===== config.mk =====
export PLATFORM = sky130hd
export DESIGN_NAME = rbz_spi_tx
export DESIGN_NICKNAME = d
export VERILOG_FILES = /design/src/rtl/rbz_spi_pkg.sv /design/src/rtl/rbz_spi_tx_tick.sv /design/src/rtl/rbz_spi_tx.sv
export SDC_FILE = /design/constraint.sdc
export NUM_CORES = 1
export LEC_CHECK = 0
export CORE_UTILIZATION = 31
export CTS_CLUSTER_SIZE = 14
export DETAILED_ROUTE_END_ITERATION = 6
export PLACE_DENSITY_LB_ADDON = 0.1
export RECOVER_POWER = 100
export SYNTH_ARGS = -nofsm -noshare
export SYNTH_HDL_FRONTEND = slang
export SYNTH_HIERARCHICAL = 1
export SYNTH_SLANG_ARGS = --single-unit

===== constraint.sdc =====
create_clock -name i_clk -period 3.6 [get_ports i_clk]
set_clock_uncertainty 0.15 [all_clocks]
set_input_delay 0.9 -clock i_clk [delete_from_list [all_inputs] [get_ports i_clk]]
set_output_delay 0.9 -clock i_clk [all_outputs]
set_load 0.05 [all_outputs]

===== src/rtl/rbz_spi_pkg.sv =====
// Shared SPI definitions for the raybox-zero peripheral transmitter and its responder model.
package rbz_spi_pkg;

  typedef enum logic [2:0] {
    ST_IDLE,
    ST_SETUP,
    ST_HIGH,
    ST_LOW,
    ST_GAP
  } spi_state_e;

  // Mode 0: sclk idles low, data sampled on the rising edge
  localparam logic CPOL = 1'b0;
  localparam logic CPHA = 1'b0;

  localparam int unsigned DIV_W = 8;

  function automatic int unsigned len_w(input int unsigned max_bits);
    return $clog2(max_bits + 1);
  endfunction

endpackage


===== src/rtl/rbz_spi_tx_tick.sv =====
// Phase timer: strobes phase_end_c on the last of CLK_DIV cycles; restarts on every state change.
module rbz_spi_tx_tick
  import rbz_spi_pkg::*;
#(
  parameter int unsigned CLK_DIV = 2
) (
  input  logic i_clk,
  input  logic i_reset_n,
  input  logic en,
  output logic phase_end_c
);

  logic [DIV_W-1:0] cnt_q;

  assign phase_end_c = en && (cnt_q == DIV_W'(CLK_DIV - 1));

  // Transitions only happen on phase_end_c, so clearing there doubles as clear-on-entry
  always_ff @(posedge i_clk or negedge i_reset_n) begin
    if (!i_reset_n) begin
      cnt_q <= '0;
    end else if (!en || phase_end_c) begin
      cnt_q <= '0;
    end else begin
      cnt_q <= cnt_q + DIV_W'(1);
    end
  end

endmodule


===== src/rtl/rbz_spi_tx.sv =====
// Mode-0 write-only SPI transmitter for raybox-zero vector/register ports.
// Define RBZ_SPI_TX_VBLANK_SYNC_EN to only start frames while i_vblank is high.
module rbz_spi_tx
  import rbz_spi_pkg::*;
#(
  parameter  int unsigned CLK_DIV  = 2,
  parameter  int unsigned MAX_BITS = 80,
  localparam int unsigned LEN_W    = len_w(MAX_BITS)
) (
  input  logic                i_clk,
  input  logic                i_reset_n,
  input  logic                i_valid,
  output logic                o_ready,
  input  logic [MAX_BITS-1:0] i_data,
  input  logic [LEN_W-1:0]    i_len,
  output logic                o_csb,
  output logic                o_sclk,
  output logic                o_mosi,
  output logic                o_busy,
  output logic                o_done,
  input  logic                i_vblank
);

  spi_state_e          state_q, state_d;
  logic [MAX_BITS-1:0] shreg_q, shreg_d;
  logic [LEN_W-1:0]    bits_q, bits_d;
  logic [LEN_W-1:0]    len_cl_c;
  logic                csb_q, csb_d;
  logic                sclk_q, sclk_d;
  logic                mosi_q, mosi_d;
  logic                ready_q, ready_d;
  logic                busy_q, busy_d;
  logic                done_q, done_d;
  logic                gate_c;
  logic                accept_c;
  logic                phase_end_c;

`ifdef RBZ_SPI_TX_VBLANK_SYNC_EN
  assign gate_c = i_vblank;
`else
  logic unused_vblank;
  assign unused_vblank = i_vblank;
  assign gate_c        = 1'b1;
`endif

  assign o_ready  = ready_q & gate_c;
  assign accept_c = i_valid & o_ready;
  assign len_cl_c = (i_len > LEN_W'(MAX_BITS)) ? LEN_W'(MAX_BITS) : i_len;

  assign o_csb  = csb_q;
  assign o_sclk = sclk_q;
  assign o_mosi = mosi_q;
  assign o_busy = busy_q;
  assign o_done = done_q;

  rbz_spi_tx_tick #(
    .CLK_DIV (CLK_DIV)
  ) u_tick (
    .i_clk       (i_clk),
    .i_reset_n   (i_reset_n),
    .en          (state_q != ST_IDLE),
    .phase_end_c (phase_end_c)
  );

  // Next-state and next-output logic; outputs are registered alongside the state
  always_comb begin
    state_d = state_q;
    shreg_d = shreg_q;
    bits_d  = bits_q;
    csb_d   = csb_q;
    sclk_d  = sclk_q;
    mosi_d  = mosi_q;
    done_d  = 1'b0;

    unique case (state_q)
      ST_IDLE: begin
        if (accept_c) begin
          // Left-justify so the first bit always sits at the MSB
          shreg_d = i_data << (LEN_W'(MAX_BITS) - len_cl_c);
          bits_d  = len_cl_c;
          if (len_cl_c == '0) begin
            state_d = ST_GAP;
            done_d  = 1'b1;
          end else begin
            state_d = ST_SETUP;
            csb_d   = 1'b0;
            mosi_d  = shreg_d[MAX_BITS-1];
          end
        end
      end
      ST_SETUP: begin
        if (phase_end_c) begin
          state_d = ST_HIGH;
          sclk_d  = ~CPOL;
        end
      end
      ST_HIGH: begin
        if (phase_end_c) begin
          state_d = ST_LOW;
          sclk_d  = CPOL;
          bits_d  = bits_q - LEN_W'(1);
          if (bits_q != LEN_W'(1)) begin
            shreg_d = shreg_q << 1;
            mosi_d  = shreg_d[MAX_BITS-1];
          end
        end
      end
      ST_LOW: begin
        if (phase_end_c) begin
          if (bits_q != '0) begin
            state_d = ST_HIGH;
            sclk_d  = ~CPOL;
          end else begin
            state_d = ST_GAP;
            csb_d   = 1'b1;
            mosi_d  = 1'b0;
            done_d  = 1'b1;
          end
        end
      end
      ST_GAP: begin
        if (phase_end_c) begin
          state_d = ST_IDLE;
        end
      end
      default: begin
        state_d = ST_IDLE;
        csb_d   = 1'b1;
        sclk_d  = CPOL;
        mosi_d  = 1'b0;
      end
    endcase

    ready_d = (state_d == ST_IDLE);
    busy_d  = (state_d != ST_IDLE);
  end

  always_ff @(posedge i_clk or negedge i_reset_n) begin
    if (!i_reset_n) begin
      state_q <= ST_IDLE;
      shreg_q <= '0;
      bits_q  <= '0;
      csb_q   <= 1'b1;
      sclk_q  <= CPOL;
      mosi_q  <= 1'b0;
      ready_q <= 1'b1;
      busy_q  <= 1'b0;
      done_q  <= 1'b0;
    end else begin
      state_q <= state_d;
      shreg_q <= shreg_d;
      bits_q  <= bits_d;
      csb_q   <= csb_d;
      sclk_q  <= sclk_d;
      mosi_q  <= mosi_d;
      ready_q <= ready_d;
      busy_q  <= busy_d;
      done_q  <= done_d;
    end
  end

endmodule


==> results of run 1 <==
-- routing by layer --
layer	share of wire, %	GRT usage (%)
met2	45	45.9
met3	5.9	3.15
met1	45	42.2
met4	4.2	12.5
met5	0	0
-- final cells by class --
type                    count  area (µm²)
clock inverters             6        85.1
clock buffers              10         229
well taps                 468         586
fillers                  3715       19400
repair buffers            537        4600
flip-flops and latches    103        2580
inverters                  21        78.8
multi-input cells        1217        9210
-- final timing paths --
kind / start / endpoint / cells past startpoint
worst max-delay path: i_len[4] / shreg_q[69] / 17
worst min-delay path: shreg_q[33] / shreg_q[33] / 2
worst max register to register: u_tick/cnt_q[1] / o_ready / 13
worst min register to register: shreg_q[33] / shreg_q[33] / 2
max in group asynchronous: i_reset_n / shreg_q[55] / 2
min in group asynchronous: i_reset_n / o_busy / 1
-- repair_timing --
item / in CTS / in global routing
resized for setup: 55 / 88
cloned: 4 / 2
hold buffers: 0 / 0
setup buffers: 28 / 14
pin swaps: 19 / 27
setup endpoints to repair: 80 / 53
-- sequential cells by signal (all words and copies together), names as in the netlist --
register      cells
o_busy            1
bits_q            7
o_ready           1
u_tick/cnt_q      8
o_done            1
o_sclk            1
o_mosi            1
o_csb             1
shreg_q          79
state_q           3
-- cells by family (layout without fill, tap and decap cells) --
kind of cell	count (synthesis)	count (layout)	share of synthesized area, %
simple gates	531	531	21.2
compound gates	493	495	28.7
mux	179	179	20.6
buf+inv	166	574	6.27
flops	103	103	22.1
fa+ha+maj	6	6	0.644
xor+xnor	6	6	0.451
-- cell usage in the layout (no fill, tap or decap), types with 12 or more instances in the layout --
master             n
a221oi_2          13
inv_1             17
nand2b_1          22
mux2i_1           82
a211oi_1          21
nand2_1          147
o21ai_0           72
buf_4            395
a211oi_2          13
nand3_1           55
dfrtp_1          101
mux2_4            13
o21ai_1           13
or3_1             15
o211ai_1          50
buf_12            18
and3_1            44
buf_6             18
mux4_2            45
o221ai_1          12
a31oi_1           21
clkdlybuf4s50_1   81
nor2_1           146
a221oi_1          21
a21oi_1          113
nor3_1            17
mux2_2            26
-- power by group through the flow --
stage	combinational, W	sequential, W	clock [W]
finish	0.00547	0.00205	0.00107
global route	0.00588	0.00212	0.00114
CTS	0.00525	0.00204	0.00110
detailed placement	0.00512	0.00205	0
global placement	0.00507	0.00204	0
floorplan	0.00294	0.00202	0
-- worst min-delay path: stages, from the launching register on --
cell	delay [ns]
dfrtp_1	0.34
a21oi_1	0.06
o21ai_0	0.06
-- metrics by stage --
stage | worst slack [ns] | instances
final | -0.0508 | 2362
after global routing | -0.112 | 2362
after CTS | -0.0207 | 2348
after detailed placement | -0.875 | 2301
after global placement | -0.856 | 2301
after floorplan | -0.453 | 1484
==> impl_results.md, run 1 <==
- Status: complete, but fails checks
- Failing checks: capacitance limit, slew limit, setup timing
- Area delta synth->final: 49.0%
- Reg-to-reg slack, setup: 0.34 ns
- Gr usage total: 29.8%
- Residual DRC: 0
- Initial DRC count: 1112
- Final #Nets: 1986
- Top_reg_cell synth: dfrtp_1
- Combinational Power Share: 63.7%
- Count leader, synth: nor2_1
- Sequential share of the synthesized area: 22.1%
- CP Capture Type: register
- Max FO, Critical Path: 6
- Routed wire length: 57.7 mm
- Vias per cell: 5.96
- Achievable Freq: 274 MHz
- CP Buf/Inv Count: 6
- Worst Path Required: 3.75 ns
- DIE WIDTH: 196 µm
- Total negative setup slack: -0.163 ns
- Htree depth: 3
- Worst-path cell with the longest stage delay: a222oi_1
- Mean Syn Cell Area: 7.86 µm²
- Hold Fails Final Rpt: 0
- Netlist cell types: 84
- Top post-synthesis cells by count: nor2_1, nand2_1, a21oi_1, dfrtp_1, mux2i_1
- Share of the synthesized area in the top cell type: 21.7%
- P_int: 0.00471 W
- Worst Hold Class: register to register
- Clock transition at path regs: 0.07 ns
- # IOs: 97
- Synthesized flop and latch total: 103
- Final critical-path share of the clock period: 101%
- GPL Wtd Cong: 0.973
- Dominant cell type by area after synthesis: dfrtp_1
- First-pass GRT wire length: 86.7 mm
- Reg power frac: 23.9%
- CTS tree: yes
- Vias in the first global route: 13.6k
- Clock power frac: 12.5%
- Cells after synthesis: 1484
- Largest cells by area after synthesis: dfrtp_1, mux4_2, mux2i_1
- Largest net degree at the start of global routing: 62
- Port bufs: 95
- Num CTS Buffers: 9
- Clock root cell: clkbuf_16
- EDFF count, synth: 0
- Antenna violations before repair: 0
- Starting density of the core: 31.7%
- Antenna viol nets, final: 0
- CTS sink cnt: 103
- Max cap viols: 1
- Final hold slack: 0.341 ns
- Pre-Repair DR Iteration Count: 6
- Sw Share: 45.3%
- Total power: 0.00860 W
- Crit path DAT: 3.80 ns
- FFs w/ async S/R, synth: 100%
- Area of the core: 36800 µm²
- Top cell by count, worst path: buf_4
- Count of pins over their slew limit: 61
- Dpl hpwl: 45.6 mm
- Leakage power: 7.44 nW
- RSZ-0062 raised after global routing: true
- Clock insertion delay at the later pin of the skew report: 0.36 ns
- Crit-path cells: buf_6 -> buf_6 -> o21ai_4 -> nand2_2 -> ha_4 -> o211ai_1 -> buf_4 -> o211a_4 -> buf_4 -> nor2_4 -> a222oi_1 -> buf_4 -> nor2_1 -> a21o_2 -> buf_4 -> mux2i_1 -> a41o_1
- Clk buf depth: 2
- Worst Tran Pin Value: 1.66 ns
- Worst path max stage delay: 0.34 ns
- Total gr overflow: 0
- Worst slew margin: -10.4%
- P_sw: 0.00389 W
- Post-Syn Nets: 1581
- Row cnt: 70
- YS warnings: 6
- Family with the most delay on the worst path: compound AO/OA/AOI/OAI gates
- Ant. Diodes: 0
- Kind of critical path: input pin to register
- Max VDD drop: 0.254 mV
- Share of cells above drive strength 1: 36.5%
- Finished Cell Area: 17400 µm²
- Vias: 14.1k
- Post-placement cell area: 16100 µm²
- Power density over the cells: 495 nW/µm²
- Routed length per placed instance: 24.4 µm
- Worst Slack Setup Final: -0.0508 ns
- Chip height: 196 µm
- Post-Syn Area: 11700 µm²
- Setup-failing EPs final: 5
- Die area: 38400 µm²
- Final Critical Period: 3.65 ns
- Worst Setup Start Kind: input pin
- Final Util: 47.2%
(Power assumes the default switching activity.)
==> inputs of run 2 (changes only) <==
- SLEW_MARGIN: not set -> 15
- clock period: 3.6 -> 3.2 ns (I/O delays scaled with it)
==> run 2 against run 1 <==
  * The run ends with capacitance limit, setup timing left
  * Via count increased by 1.9%
  * Count of clock-buffer cells in the layout up 1
  * Register-to-register slack worse by 0.36 ns
  * Sequential power is 11% higher
  * Total power grew 20%
  * Design area increased by 7.8%
  * Sequential share of layout area is 1.1 points lower
  * Hold slack lost 0.0062 ns
  * Largest power group unchanged
==> impl_results.md, run 2 (synthesized netlist as in run 1, its figures left out) <==
- Status: complete, but fails checks
- Failing checks: capacitance limit, setup timing
- Worst hold stages: 2 (unchanged)
- GPL Wtd Cong: 0.969 (-0.42%)
- Largest regs: shreg_q x79, u_tick/cnt_q x8, bits_q x7
- Antenna viol nets, final: 0 (unchanged)
- Worst slew margin: 0.470% (+11 points)
- Worst-path cell with the longest stage delay: mux4_2
- CP Buf/Inv Count: 5 (-1)
- CTS tree: yes
- Final hold slack: 0.335 ns (-0.00619 ns)
- Final critical-path share of the clock period: 110%
- Share of cells above drive strength 1: 43.7% (+7.2 points)
- Crit-path cells: buf_8 -> o21a_4 -> nor2_4 -> inv_2 -> ha_4 -> nand2b_4 -> o211ai_4 -> buf_4 -> buf_12 -> buf_6 -> mux2_4 -> mux4_2 -> o221a_1 -> a21oi_1
- Initial DRC count: 1255 (+13%)
- Number of cells on the critical path: 14 (-3)
- Worst Hold Class: register to register
- Vias in the first global route: 14.1k (+3.4%)
- Starting density of the core: 31.7% (unchanged)
- Clock root cell: clkbuf_16
- Most frequent cells in the layout: buf_4, nand2_1, nor2_1, dfrtp_1, a21oi_1
- Num CTS Buffers: 9 (unchanged)
- Max reg flops: 79 (unchanged)
- Residual DRC: 0 (unchanged)
- Multi-input gate area: 9990 µm² (+8.4%)
- R2r startpoint: u_tick/cnt_q[1]
- Max FO, Critical Path: 8 (+2)
- Ant. Diodes: 0 (unchanged)
- # IOs: 97 (unchanged)
- Capturing point of the worst reg2reg path: shreg_q[53]
- Hold Crit Start: shreg_q[54]
- Area delta synth->final: 60.6%
- First-pass GRT wire length: 89.5 mm (+3.2%)
- Power density over the cells: 552 nW/µm² (+11%)
- Routed length per placed instance: 24.6 µm (+0.67%)
- Setup-failing EPs final: 66 (+61)
- FF+latch area: 2580 µm² (unchanged)
- Sw Share: 45.4% (+0.17 points)
- Worst Setup Start Kind: input pin
- Reg power frac: 22.1% (-1.8 points)
- Family with the most delay on the worst path: compound AO/OA/AOI/OAI gates
- Chip height: 196 µm (unchanged)
- Commonest non-fill, non-tap cell in the layout: buf_4
- Port bufs: 95 (unchanged)
- Filler cells: 3541 (-4.7%)
- Max cap viols: 1 (unchanged)
- Htree depth: 3 (unchanged)
- Vias: 14.3k (+1.9%)
- Achievable Freq: 283 MHz
- Count of pins over their slew limit: 0 (-100%)
- Final Util: 50.9% (+3.7 points)
- Clock transition at path regs: 0.07 ns (about the same)
- Largest net degree at the start of global routing: 72 (+16%)
- DIE WIDTH: 196 µm (unchanged)
- Reg-to-reg slack, setup: -0.02 ns (-0.36 ns)
- CP Capture Type: register
- CTS sink cnt: 103 (unchanged)
- Row cnt: 70 (unchanged)
- Leakage power: 7.87 nW (+5.7%)
- Clock insertion delay at the later pin of the skew report: 0.37 ns (about the same)
- Max VDD drop: 0.440 mV (+73%)
- Vias per cell: 5.97 (+0.25%)
- Gr usage total: 30.5% (+0.75 points)
- Pre-Repair DR Iteration Count: 7 (+1)
- Area of the core: 36800 µm² (unchanged)
- R2R depth: 11 (-2)
- Routed wire length: 59.0 mm (+2.3%)
- Antenna violations before repair: 0 (unchanged)
- Worst Slack Setup Final: -0.332 ns (-0.281 ns)
- Final #Nets: 2025 (+2.0%)
- Crit path DAT: 3.67 ns (-0.13 ns)
- Worst Tran Pin Value: 1.49 ns (-0.163 ns)
- Dpl hpwl: 46.4 mm (+1.7%)
- Hold Fails Final Rpt: 0 (unchanged)
- Die area: 38400 µm² (unchanged)
- P_int: 0.00564 W (+20%)
- Kind of critical path: input pin to register
- Final Critical Period: 3.53 ns
- Worst Path Required: 3.34 ns (-0.41 ns)
- P_sw: 0.00469 W (+21%)
- Biggest register: shreg_q
- Clk buf depth: 2 (unchanged)
- Total gr overflow: 0 (unchanged)
- Clock power frac: 11.6% (-0.9 points)
- Sink of the worst hold path: shreg_q[54]
- RSZ-0062 raised after global routing: true
- Worst path max stage delay: 0.56 ns (+0.22 ns)
- Combinational Power Share: 66.4% (+2.7 points)
[run 2: changes by cell type in the layout (fill, tap and decap cells not counted), moves of 13 or more]
| cell | delta |
|---|---|
| buf_6 | +41 |
| a21oi_1 | -18 |
| o21ai_0 | -16 |
| mux2i_1 | -14 |
| a21oi_2 | +13 |
[run 2: worst max path at each step]
| stage | from | to | slack, ns |
|---|---|---|---|
| 6_report | i_len[5] | shreg_q[64] | -0.33 |
| 5_1_grt | i_len[5] | shreg_q[74] | -0.38 |
| 4_1_cts | i_len[5] | shreg_q[58] | -0.31 |
| 3_5_place_dp | i_len[5] | shreg_q[8] | -1.20 |
| 3_3_place_gp | i_len[5] | shreg_q[37] | -1.19 |
| 2_1_floorplan | i_len[4] | shreg_q[75] | -0.75 |
[run 2: power groups by stage]
stage	sequential [W]	combinational, W	clock (W)
3_5_place_dp	0.00228	0.00591	0
2_1_floorplan	0.00227	0.00333	0
4_1_cts	0.00227	0.00649	0.00122
5_1_grt	0.00235	0.00733	0.00127
3_3_place_gp	0.00228	0.00587	0
6_report	0.00228	0.00686	0.00119
[run 2: per-layer routing]
layer	vias up	global-route usage, %	part of all wire, %
li1	6543	-	-
met1	7050	42.7	44
met2	602	49.1	46
met3	137	3.20	5.9
met4	0	9.95	4.0
met5	-	0	0
[run 2: cell type report]
| cell class | count | share of cell area [%] |
|---|---|---|
| Clock buffer | 11 | 1.35 |
| Clock inverter | 4 | 0.287 |
| Inverter | 21 | 0.421 |
| Multi-Input combinational cell | 1216 | 53.3 |
| Sequential cell | 103 | 13.8 |
| Tap cell | 468 | 3.13 |
| Timing Repair Buffer | 577 | 27.7 |
[run 2: worst min-delay path: stages (launching register included)]
cell and delay, ns:
dfrtp_1 0.34, a21oi_1 0.06, o31ai_1 0.05
[run 2: metrics by stage]
stage / setup WS (ns) / setup TNS, ns / cell area, µm² / std cells / power (W)
finish: -0.332 / -10.49 / 18700 / 2400 / 0.0103
global placement: -1.19 / -80.21 / 16300 / 2316 / 0.00814
detailed placement: -1.20 / -82.37 / 16300 / 2316 / 0.00820
global route: -0.380 / -16.42 / 18700 / 2400 / 0.0109
CTS: -0.307 / -9.59 / 18000 / 2376 / 0.00997
floorplan: -0.753 / -45.28 / 12300 / 1484 / 0.00560
[run 2: what timing repair did]
action                     4_1_cts  5_1_grt
setup endpoints to repair       85       80
pin swaps                       82       62
cloned                           3        1
hold buffers                     0        0
buffers inserted                48       26
resized for setup              235      140
